<file path="src/rtl/cpu_test_pkg.sv">
// Shared types and constants for the CPU test controller.
package cpu_test_pkg;

  typedef enum logic [2:0] {
    ST_HOLD,
    ST_RUN,
    ST_PASS,
    ST_FAIL,
    ST_TIMEOUT
  } state_e;

  localparam int TOHOST_PASS      = 1;
  localparam int TOHOST_VALID_BIT = 0;

  function automatic logic is_terminal(input state_e s);
    return (s == ST_PASS) || (s == ST_FAIL) || (s == ST_TIMEOUT);
  endfunction

endpackage

</file>
<file path="src/rtl/sat_counter.sv">
// Up-counter that sticks at all-ones instead of wrapping; clr has priority over en.
module sat_counter #(
  parameter int W = 32
) (
  input  logic         clk_i,
  input  logic         rst_ni,
  input  logic         clr_i,
  input  logic         en_i,
  output logic [W-1:0] q_o
);

  logic [W-1:0] q_q, q_d;

  always_comb begin
    q_d = q_q;
    if (clr_i) begin
      q_d = '0;
    end else if (en_i && (q_q != {W{1'b1}})) begin
      q_d = q_q + 1'b1;
    end
  end

  always_ff @(posedge clk_i or negedge rst_ni) begin
    if (!rst_ni) begin
      q_q <= '0;
    end else begin
      q_q <= q_d;
    end
  end

  assign q_o = q_q;

endmodule

</file>
<file path="src/rtl/cpu_test_controller.sv">
// Holds the core in reset, runs it under a watchdog, and latches the tohost verdict.
// All status outputs decode registered state, so they follow the deciding cycle by one clock.
module cpu_test_controller
  import cpu_test_pkg::*;
#(
  parameter int             XLEN         = 32,
  parameter int             CNT_W        = 32,
  parameter int             RESET_CYCLES = 4,
  parameter int             TIMEOUT_CYC  = 10000,
  parameter logic [XLEN-1:0] TOHOST_ADDR = 32'h0000_1000,
  parameter bit             HALT_ON_DONE = 1'b1
) (
  input  logic             clk_i,
  input  logic             rst_ni,
  input  logic             mem_we_i,
  input  logic [XLEN-1:0]  mem_addr_i,
  input  logic [XLEN-1:0]  mem_wdata_i,
  input  logic             retire_i,
  output logic             core_rst_o,
  output logic             running_o,
  output logic             done_o,
  output logic             pass_o,
  output logic [XLEN-2:0]  fail_code_o,
  output logic             timeout_o,
  output logic [CNT_W-1:0] cycle_count_o,
  output logic [CNT_W-1:0] instret_count_o
);

  localparam int HOLD_W = (RESET_CYCLES < 1) ? 1 : $clog2(RESET_CYCLES + 1);

  state_e            state_q, state_d;
  logic [HOLD_W-1:0] hold_q, hold_d;
  logic [XLEN-2:0]   fail_code_q, fail_code_d;
  logic [CNT_W-1:0]  cycle_q, instret_q;
  logic              tohost_wr, tohost_pass, wdog_expired;
  logic              run_en, cnt_clr;

  assign tohost_wr    = mem_we_i && (mem_addr_i == TOHOST_ADDR) && mem_wdata_i[TOHOST_VALID_BIT];
  assign tohost_pass  = (mem_wdata_i == XLEN'(TOHOST_PASS));
  // Compare at 64 bits so a narrow saturating counter cannot alias the limit.
  assign wdog_expired = (64'(cycle_q) == 64'(TIMEOUT_CYC - 1));

  always_ff @(posedge clk_i or negedge rst_ni) begin
    if (!rst_ni) begin
      state_q     <= ST_HOLD;
      hold_q      <= '0;
      fail_code_q <= '0;
    end else begin
      state_q     <= state_d;
      hold_q      <= hold_d;
      fail_code_q <= fail_code_d;
    end
  end

  always_comb begin
    state_d     = state_q;
    hold_d      = hold_q;
    fail_code_d = fail_code_q;
    case (state_q)
      ST_HOLD: begin
        if (hold_q == HOLD_W'(RESET_CYCLES)) begin
          state_d = ST_RUN;
        end else begin
          hold_d = hold_q + 1'b1;
        end
      end
      ST_RUN: begin
        // A tohost write beats a watchdog expiry in the same cycle.
        if (tohost_wr) begin
          if (tohost_pass) begin
            state_d = ST_PASS;
          end else begin
            state_d     = ST_FAIL;
            fail_code_d = mem_wdata_i[XLEN-1:1];
          end
        end else if (wdog_expired) begin
          state_d = ST_TIMEOUT;
        end
      end
      default: ;
    endcase
  end

  always_comb begin
    core_rst_o  = 1'b1;
    running_o   = 1'b0;
    done_o      = is_terminal(state_q);
    pass_o      = (state_q == ST_PASS);
    timeout_o   = (state_q == ST_TIMEOUT);
    fail_code_o = fail_code_q;
    case (state_q)
      ST_HOLD: core_rst_o = 1'b1;
      ST_RUN: begin
        core_rst_o = 1'b0;
        running_o  = 1'b1;
      end
      default: core_rst_o = HALT_ON_DONE;
    endcase
  end

  assign run_en  = (state_q == ST_RUN);
  assign cnt_clr = (state_q == ST_HOLD);

  sat_counter #(.W(CNT_W)) u_cycle_cnt (
    .clk_i  (clk_i),
    .rst_ni (rst_ni),
    .clr_i  (cnt_clr),
    .en_i   (run_en),
    .q_o    (cycle_q)
  );

  sat_counter #(.W(CNT_W)) u_instret_cnt (
    .clk_i  (clk_i),
    .rst_ni (rst_ni),
    .clr_i  (cnt_clr),
    .en_i   (run_en && retire_i),
    .q_o    (instret_q)
  );

  assign cycle_count_o   = cycle_q;
  assign instret_count_o = instret_q;

endmodule

</file>
<file path="config.mk">
export PLATFORM = sky130hd
export DESIGN_NAME = cpu_test_controller
export DESIGN_NICKNAME = d
export VERILOG_FILES = /design/src/rtl/cpu_test_pkg.sv /design/src/rtl/sat_counter.sv /design/src/rtl/cpu_test_controller.sv
export SDC_FILE = /design/constraint.sdc
export NUM_CORES = 1
export LEC_CHECK = 0
export BUFFER_PORTS_ARGS = -buffer_cell sky130_fd_sc_hd__buf_2
export CAP_MARGIN = 20
export CORE_ASPECT_RATIO = 1.5
export CORE_MARGIN = 4
export CORE_UTILIZATION = 55
export CTS_CLUSTER_DIAMETER = 30
export DETAILED_ROUTE_END_ITERATION = 8
export GPL_TIMING_DRIVEN = 0
export HOLD_SLACK_MARGIN = 0.08
export PLACE_DENSITY_LB_ADDON = 0.1
export SLEW_MARGIN = 0
export SYNTH_ARGS = -nofsm -noshare
export SYNTH_HDL_FRONTEND = slang
export SYNTH_SLANG_ARGS = --single-unit
</file>
<file path="constraint.sdc">
create_clock -name clk_i -period 7.05 [get_ports clk_i]
set_input_delay 0.3525 -clock clk_i [delete_from_list [all_inputs] [get_ports clk_i]]
set_output_delay 0.3525 -clock clk_i [all_outputs]
set_load 0.005 [all_outputs]
</file>
==> impl_metrics.env, run 1 <==
export IMPL_status="completed"
export IMPL_crit_chain="ha_1 -> nand3_1 -> or3_1 -> clkbuf_1 -> o31ai_1 -> clkbuf_1 -> o21ai_0 -> a21oi_1"
export IMPL_coreArea_sq_um=8990
export IMPL_first_global_vias=4912
export IMPL_crit_slowest_cell="o31ai_1"
export IMPL_worstPathArrival_ns=3.08
export IMPL_crit_end="u_instret_cnt.q_o[5]$_DFFE_PN0P_"
export IMPL_cts_tree="yes"
export IMPL_cts_max_level=3
export IMPL_numCtsBuffers=9
export IMPL_r2r_end="u_instret_cnt.q_o[5]$_DFFE_PN0P_"
export IMPL_grt_max_degree=58
export IMPL_synth_compound_area_share_pct=10.9
export IMPL_die_width_um=86.8
export IMPL_setup_viol=0
export IMPL_dpl_cell_count=791
export IMPL_die_area_sq_um=11000
export IMPL_antennaDiodeCount=0
export IMPL_crit_path_start_kind="flop"
export IMPL_max_freq_ghz=0.355
export IMPL_syn_nets=584
export IMPL_multiInputGateArea_sq_um=2450
export IMPL_num_vias=4868
export IMPL_finalCriticalPeriod_ns=2.82
export IMPL_stdcell_count=809
export IMPL_drv_slew=0
export IMPL_p_leak_nw=3.18
export IMPL_final_nets=766
export IMPL_cts_root_buf="clkbuf_16"
export IMPL_clockBufferDepth=2
export IMPL_wl_per_cell_um=18.0
export IMPL_yosysSeqAreaShare_pct=49.3
export IMPL_syn_avg_cell_area_sq_um=10.0
export IMPL_synth_xor_area_share_pct=4.44
export IMPL_endpoint_kind="flop"
export IMPL_place_area_sq_um=6140
export IMPL_initial_utilization_pct=57.1
export IMPL_regArea_sq_um=2530
export IMPL_finClkSkew_ns=0.00515
export IMPL_drt_iter0_drc=273
export IMPL_overflow=0
export IMPL_fillers=694
export IMPL_finalHoldViolCount=0
export IMPL_drt_wl_total_mm=14.6
export IMPL_postCtsSetupBuffers=0
export IMPL_gp_congestion=0.853
export IMPL_synth_edff_count=0
export IMPL_cp_max_fo=10
export IMPL_port_buffers=167
export IMPL_cts_resized=0
export IMPL_ys_async_sr_fraction_pct=100
export IMPL_synth_top_family_by_area="simple AND/OR/NAND/NOR gates"
export IMPL_drt_pass1_iterations=5
export IMPL_syn_inst=512
export IMPL_syn2layout_area_growth_pct=25.8
export IMPL_setup_tns_ns=0
export IMPL_cp_common_cell="clkbuf_1"
export IMPL_antenna_found_initial=0
export IMPL_synthesis_area_sq_um=5130
export IMPL_ir_drop_mv=0.142
export IMPL_period_share_pct=40.0
export IMPL_yosys_most_used_dff="dfrtp_1"
export IMPL_die_y_um=126
export IMPL_cts_clk_slew_worst_paths_ns=0.07
export IMPL_slew_headroom_pct=50.7
export IMPL_maxCapViolCount=0
export IMPL_slowest_delay_ns=0.57
export IMPL_finish_instance_area_sq_um=6450
export IMPL_worst_pin_slew_ns=0.733
export IMPL_ys_ff_latch=101
export IMPL_drc_errors=0
export IMPL_clock_sinks=101
export IMPL_grtUsageTotal_pct=26.8
export IMPL_ff2ff_path_depth=8
export IMPL_synthAdderAreaFrac_pct=0.976
export IMPL_synth_mux_area_fraction_pct=7.78
export IMPL_fp_row_count=42
export IMPL_avgViaCountPerCell=6.02
export IMPL_layout_drive_gt1_share_pct=32.5
export IMPL_p_per_area_nw_per_um2=185
export IMPL_hp_class="in -> reg"
export IMPL_rsz0062_at_grt="no"
export IMPL_cp_required_ns=7.31
export IMPL_synthSimpleGateAreaFrac_pct=23.7
export IMPL_reg2reg_slack_ns=4.23
export IMPL_ios=168
export IMPL_ys_warn_count=0
export IMPL_drtAntennaViolNets=0
export IMPL_ys_types=44
export IMPL_worstSetupStartpoint="u_instret_cnt.q_o[0]$_DFFE_PN0P_"
export IMPL_r2r_start="u_instret_cnt.q_o[0]$_DFFE_PN0P_"
export IMPL_clock_latency_ns=0.34
export IMPL_crit_type="reg -> reg"
export IMPL_dp_final_hpwl_mm=11.0
export IMPL_grt_pass1_wl_mm=23.5
Yosys cell counts (all sizes together), types with 4 or more instances:
cell type | number | area [sq um]
dfrtp | 101 | 2530
nand2 | 39 | 146
nor2 | 35 | 131
a21oi | 31 | 155
mux2 | 31 | 349
nor4 | 31 | 194
nand4 | 24 | 150
or3 | 23 | 144
xnor2 | 23 | 201
nand3 | 22 | 110
o21ai | 20 | 100
clkbuf | 16 | 60.1
inv | 12 | 45.0
or4 | 12 | 90.1
o211ai | 9 | 67.6
buf | 8 | 45.0
o31ai | 8 | 60.1
and4 | 7 | 61.3
a2111oi | 6 | 52.6
and3 | 5 | 31.3
mux2i | 5 | 50.1
or2 | 5 | 31.3
a211oi | 4 | 30.0
a21o | 4 | 30.0
ha | 4 | 50.1
nor3 | 4 | 20.0
nor4b | 4 | 35.0
metal layers:
layer  track usage [%]  vias to the layer above  part of all wire, %
met3              5.23                       29                  6.7
met1              31.1                     2343                   38
met5                 0                        -                    0
met2              47.3                      205                   53
li1                  -                     2291                    -
met4              11.0                        0                  2.4
placed cells by master, fill, tap and decap left out, drive strengths merged, types with 12 or more instances in the layout:
cell type	netlist	final
a21oi	31	31
mux2	31	31
nand3	22	22
inv	12	12
nand4	24	24
nand2	39	39
or3	23	23
clkbuf	16	26
dfrtp	101	101
o21ai	20	20
nor2	35	35
or4	12	12
nor4	31	31
buf	8	177
xnor2	23	23
where the power goes:
| group | total [mW] | internal, mW | switching (mW) |
|---|---|---|---|
| Combinational | 0.0821 | 0.0385 | 0.0436 |
| Clock | 0.491 | 0.275 | 0.216 |
| Sequential | 0.619 | 0.593 | 0.0258 |
sequential cells by signal, indices dropped and copies added (netlist names):
| register | flops |
|---|---|
| u_instret_cnt.q_o | 32 |
| fail_code_o | 31 |
| hold_q | 3 |
| state_q | 3 |
| u_cycle_cnt.q_o | 32 |
how the worst min path moves through the flow:
stage / start / to / slack (ns) / depth (start not counted)
2_1_floorplan: rst_ni / fail_code_o[0]$_DFFE_PN0P_ / 0.06 / 0
3_3_place_gp: fail_code_o[5]$_DFFE_PN0P_ / fail_code_o[5]$_DFFE_PN0P_ / 0.49 / 1
3_5_place_dp: rst_ni / u_instret_cnt.q_o[24]$_DFFE_PN0P_ / 0.41 / 1
4_1_cts: mem_wdata_i[21] / fail_code_o[20]$_DFFE_PN0P_ / 0.24 / 2
5_1_grt: mem_wdata_i[30] / fail_code_o[29]$_DFFE_PN0P_ / 0.25 / 2
6_report: mem_wdata_i[21] / fail_code_o[20]$_DFFE_PN0P_ / 0.25 / 2
cell families after synthesis:
family / count (synthesis)
adders and majority gates: 4
muxes: 36
buffers and inverters: 36
and+or+nand+nor: 219
AOI/OAI and AO/OA: 90
DFF: 101
xor gates and xnor gates: 26
timing repair:
| item | in CTS | in global routing |
|---|---|---|
| hold endpoints to repair | 44 | 0 |
| hold buffers | 1 | 0 |
| endpoints found under the setup margin | 0 | 0 |
final cells by class:
cell class              count  share of cell area (%)
plain buffers              24                    1.63
clock buffers              10                    3.55
clock inverters             6                   0.989
inverters                  12                   0.698
multi-input cells         375                    38.0
flip-flops and latches    101                    39.2
well taps                 110                    2.13
repair buffers            171                    13.8
critical path, delay by kind of cell (launching register included):
family	cells	cell delay, ns
AND/OR/NAND/NOR	2	0.59
adder cells (fa/ha/maj)	1	0.24
buffers and inverters	2	0.56
AO/OA/AOI/OAI	3	0.89
flip-flops	1	0.45
stage by stage:
stage               hold WS (ns)  utilization, %  setup WS, ns  power (mW)
finish                     0.251            71.8          4.23        1.19
global route               0.249            71.8          4.03        1.24
CTS                        0.243            71.7          4.26        1.20
detailed placement         0.406            68.3          4.22       0.712
global placement           0.488            67.9          4.30       0.707
floorplan                 0.0569               -          4.62       0.651
Note: power is estimated with default switching activity, not from simulation.
==> run 2: changes to the inputs <==
--- a/config.mk
+++ b/config.mk
@@ -9,7 +9,7 @@
 export CAP_MARGIN = 20
 export CORE_ASPECT_RATIO = 1.5
 export CORE_MARGIN = 4
-export CORE_UTILIZATION = 55
+export CORE_UTILIZATION = 51
 export CTS_CLUSTER_DIAMETER = 30
 export DETAILED_ROUTE_END_ITERATION = 8
 export GPL_TIMING_DRIVEN = 0
==> constraint.sdc (replaced) <==
create_clock -name clk_i -period 2.8 [get_ports clk_i]
set_input_delay 0.14 -clock clk_i [delete_from_list [all_inputs] [get_ports clk_i]]
set_output_delay 0.14 -clock clk_i [all_outputs]
set_load 0.005 [all_outputs]
==> run 2 against run 1 <==
Effect of this change:
- critical endpoint is now u_instret_cnt.q_o[13]$_DFFE_PN0P_
- combinational power rose to 3.0 times the previous value
- sequential power rose to 2.5 times the previous value
- via count up 3.2%
- sequential share of layout area down 1.8 points
- total power rose to 2.5 times the previous value
- clock power up 140%
- critical path depth down 1
- final cell count up 4.4%
- first-iteration DRC count down 26%
==> impl_metrics.env, run 2 (synthesis gave the netlist of run 1 again) <==
export IMPL_crit_type="reg -> reg"
export IMPL_period_share_pct=94.7
export IMPL_cts_root_buf="clkbuf_16"
export IMPL_hp_class="in -> reg"
export IMPL_cp_max_fo=9
export IMPL_drt_pass1_iterations=4
export IMPL_final_nets=796
export IMPL_drt_iter0_drc=201
export IMPL_place_area_sq_um=6140
export IMPL_min_to="state_q[2]$_DFFE_PN0P_"
export IMPL_p_per_area_nw_per_um2=441
export IMPL_setup_viol=0
export IMPL_rsz0062_at_grt="no"
export IMPL_min_path_cells=5
export IMPL_crit_family="compound AO/OA/AOI/OAI gates"
export IMPL_clockBufferDepth=2
export IMPL_die_y_um=131
export IMPL_maxCapViolCount=0
export IMPL_first_global_vias=5119
export IMPL_drv_slew=0
export IMPL_dp_slack_ns=0.0520
export IMPL_slew_headroom_pct=35.8
export IMPL_port_buffers=167
export IMPL_numCtsBuffers=9
export IMPL_cp_common_cell="and4_1"
export IMPL_r2r_end="u_instret_cnt.q_o[13]$_DFFE_PN0P_"
export IMPL_worstHoldStart="mem_addr_i[4]"
export IMPL_cts_tree="yes"
export IMPL_grt_pass1_wl_mm=25.0
export IMPL_holdWs_ns=0.266
export IMPL_wl_per_cell_um=17.9
export IMPL_final_cell_mix="buf_2 (172), dfrtp_1 (100), nand2_1 (39)"
export IMPL_gp_congestion=0.884
export IMPL_ios=168
export IMPL_clock_sinks=101
export IMPL_grtUsageMet3_pct=5.15
export IMPL_p_leak_nw=3.29
export IMPL_grtUsageTotal_pct=26.4
export IMPL_fp_row_count=44
export IMPL_syn2layout_area_growth_pct=32.1
export IMPL_grt_busiest_layer="met2"
export IMPL_die_area_sq_um=11800
export IMPL_regArea_sq_um=2530
export IMPL_cp_num_buf_inv=1
export IMPL_crit_chain="ha_1 -> and4_1 -> and4_1 -> buf_1 -> a2111oi_0 -> a31o_2 -> a21oi_1"
export IMPL_endpoint_kind="flop"
export IMPL_worstSetupStartpoint="u_instret_cnt.q_o[0]$_DFFE_PN0P_"
export IMPL_setup_ws_ns=0.149
export IMPL_crit_slowest_cell="a2111oi_0"
export IMPL_dp_final_hpwl_mm=10.9
export IMPL_status="completed"
export IMPL_die_width_um=89.9
export IMPL_use_met2_pct=46.9
export IMPL_reg2reg_slack_ns=0.15
export IMPL_drtAntennaViolNets=0
export IMPL_finish_instance_area_sq_um=6770
export IMPL_crit_path_start_kind="flop"
export IMPL_num_vias=5022
export IMPL_multiInputGateArea_sq_um=2470
export IMPL_layout_drive_gt1_share_pct=31.7
export IMPL_worst_pin_slew_ns=0.939
export IMPL_finalCriticalPeriod_ns=2.65
export IMPL_overflow=0
export IMPL_cts_max_level=3
export IMPL_ir_drop_mv=0.277
export IMPL_finalHoldViolCount=0
export IMPL_fillers=773
export IMPL_cp_required_ns=2.99
export IMPL_grt_max_degree=64
export IMPL_r2r_start="u_instret_cnt.q_o[0]$_DFFE_PN0P_"
export IMPL_drc_errors=0
export IMPL_coreArea_sq_um=9740
export IMPL_finClkSkew_ns=0.00616
export IMPL_final_common_cell="buf_2"
export IMPL_clock_latency_ns=0.34
export IMPL_drt_wl_total_mm=15.1
export IMPL_avgViaCountPerCell=5.94
export IMPL_ff2ff_path_depth=7
export IMPL_max_freq_ghz=0.377
export IMPL_initial_utilization_pct=52.6
export IMPL_worstPathArrival_ns=2.84
export IMPL_slowest_delay_ns=0.89
export IMPL_setup_tns_ns=0
export IMPL_cts_clk_slew_worst_paths_ns=0.06
export IMPL_use_met1_pct=29.8
export IMPL_antenna_found_initial=1
run 2: cell count changes in the layout (fill, tap and decap cells not counted), moves of 2 or more:
cell	change
clkbuf_2	+2
clkbuf_8	+3
clkinvlp_4	-2
diode_2	+2
dlygate4sd3_1	+31
run 2: stage by stage:
step / utilization, % / std cells / power [mW]
after floorplan: - / 512 / 1.64
after global placement: 62.7 / 794 / 1.78
after detailed placement: 63.0 / 795 / 1.79
after CTS: 69.2 / 842 / 3.01
after global routing: 69.5 / 844 / 3.11
final: 69.5 / 845 / 2.98
run 2: where the power goes:
group          leakage (nW)  switching [mW]  internal [mW]
logic                  1.78           0.121          0.127
registers              1.37          0.0645           1.49
clock network         0.139           0.508          0.670
total                  3.29           0.693           2.29
run 2: timing repair:
action	CTS	global route
endpoints found under the hold margin	69	0
setup buffers	0	0
resized for setup	1	6
endpoints found under the setup margin	1	39
hold buffers	32	0
run 2: cell type report:
cell class / count / area share, %
flip-flops and latches: 101 / 37.3
multi-input cells: 375 / 36.5
repair buffers: 201 / 17.6
clock buffers: 14 / 4.05
well taps: 115 / 2.12
plain buffers: 24 / 1.57
inverters: 12 / 0.665
clock inverters: 1 / 0.0739
diodes: 2 / 0.0739
run 2: metal layers:
layer  wire length (um)  part of all wire (%)
met1               5800                    38
met2               7680                    51
met3                943                   6.2
met4                703                   4.6
met5                  0                     0
run 2: worst max path at each step:
stage,endpoint,slack [ns],depth (start not counted)
floorplan,u_cycle_cnt.q_o[24]$_DFFE_PN0P_,0.37,8
global placement,u_instret_cnt.q_o[5]$_DFFE_PN0P_,0.09,8
detailed placement,u_instret_cnt.q_o[8]$_DFFE_PN0P_,0.05,8
CTS,u_cycle_cnt.q_o[21]$_DFFE_PN0P_,0.1,7
global route,u_instret_cnt.q_o[13]$_DFFE_PN0P_,0.03,7
finish,u_instret_cnt.q_o[13]$_DFFE_PN0P_,0.15,7
run 2: worst reg2reg max path: stages, from the launching register on:
cell and delay, ns:
dfrtp_2 0.44, ha_1 0.26, and4_1 0.22, and4_1 0.19, buf_1 0.20, a2111oi_0 0.89, a31o_2 0.26, a21oi_1 0.05
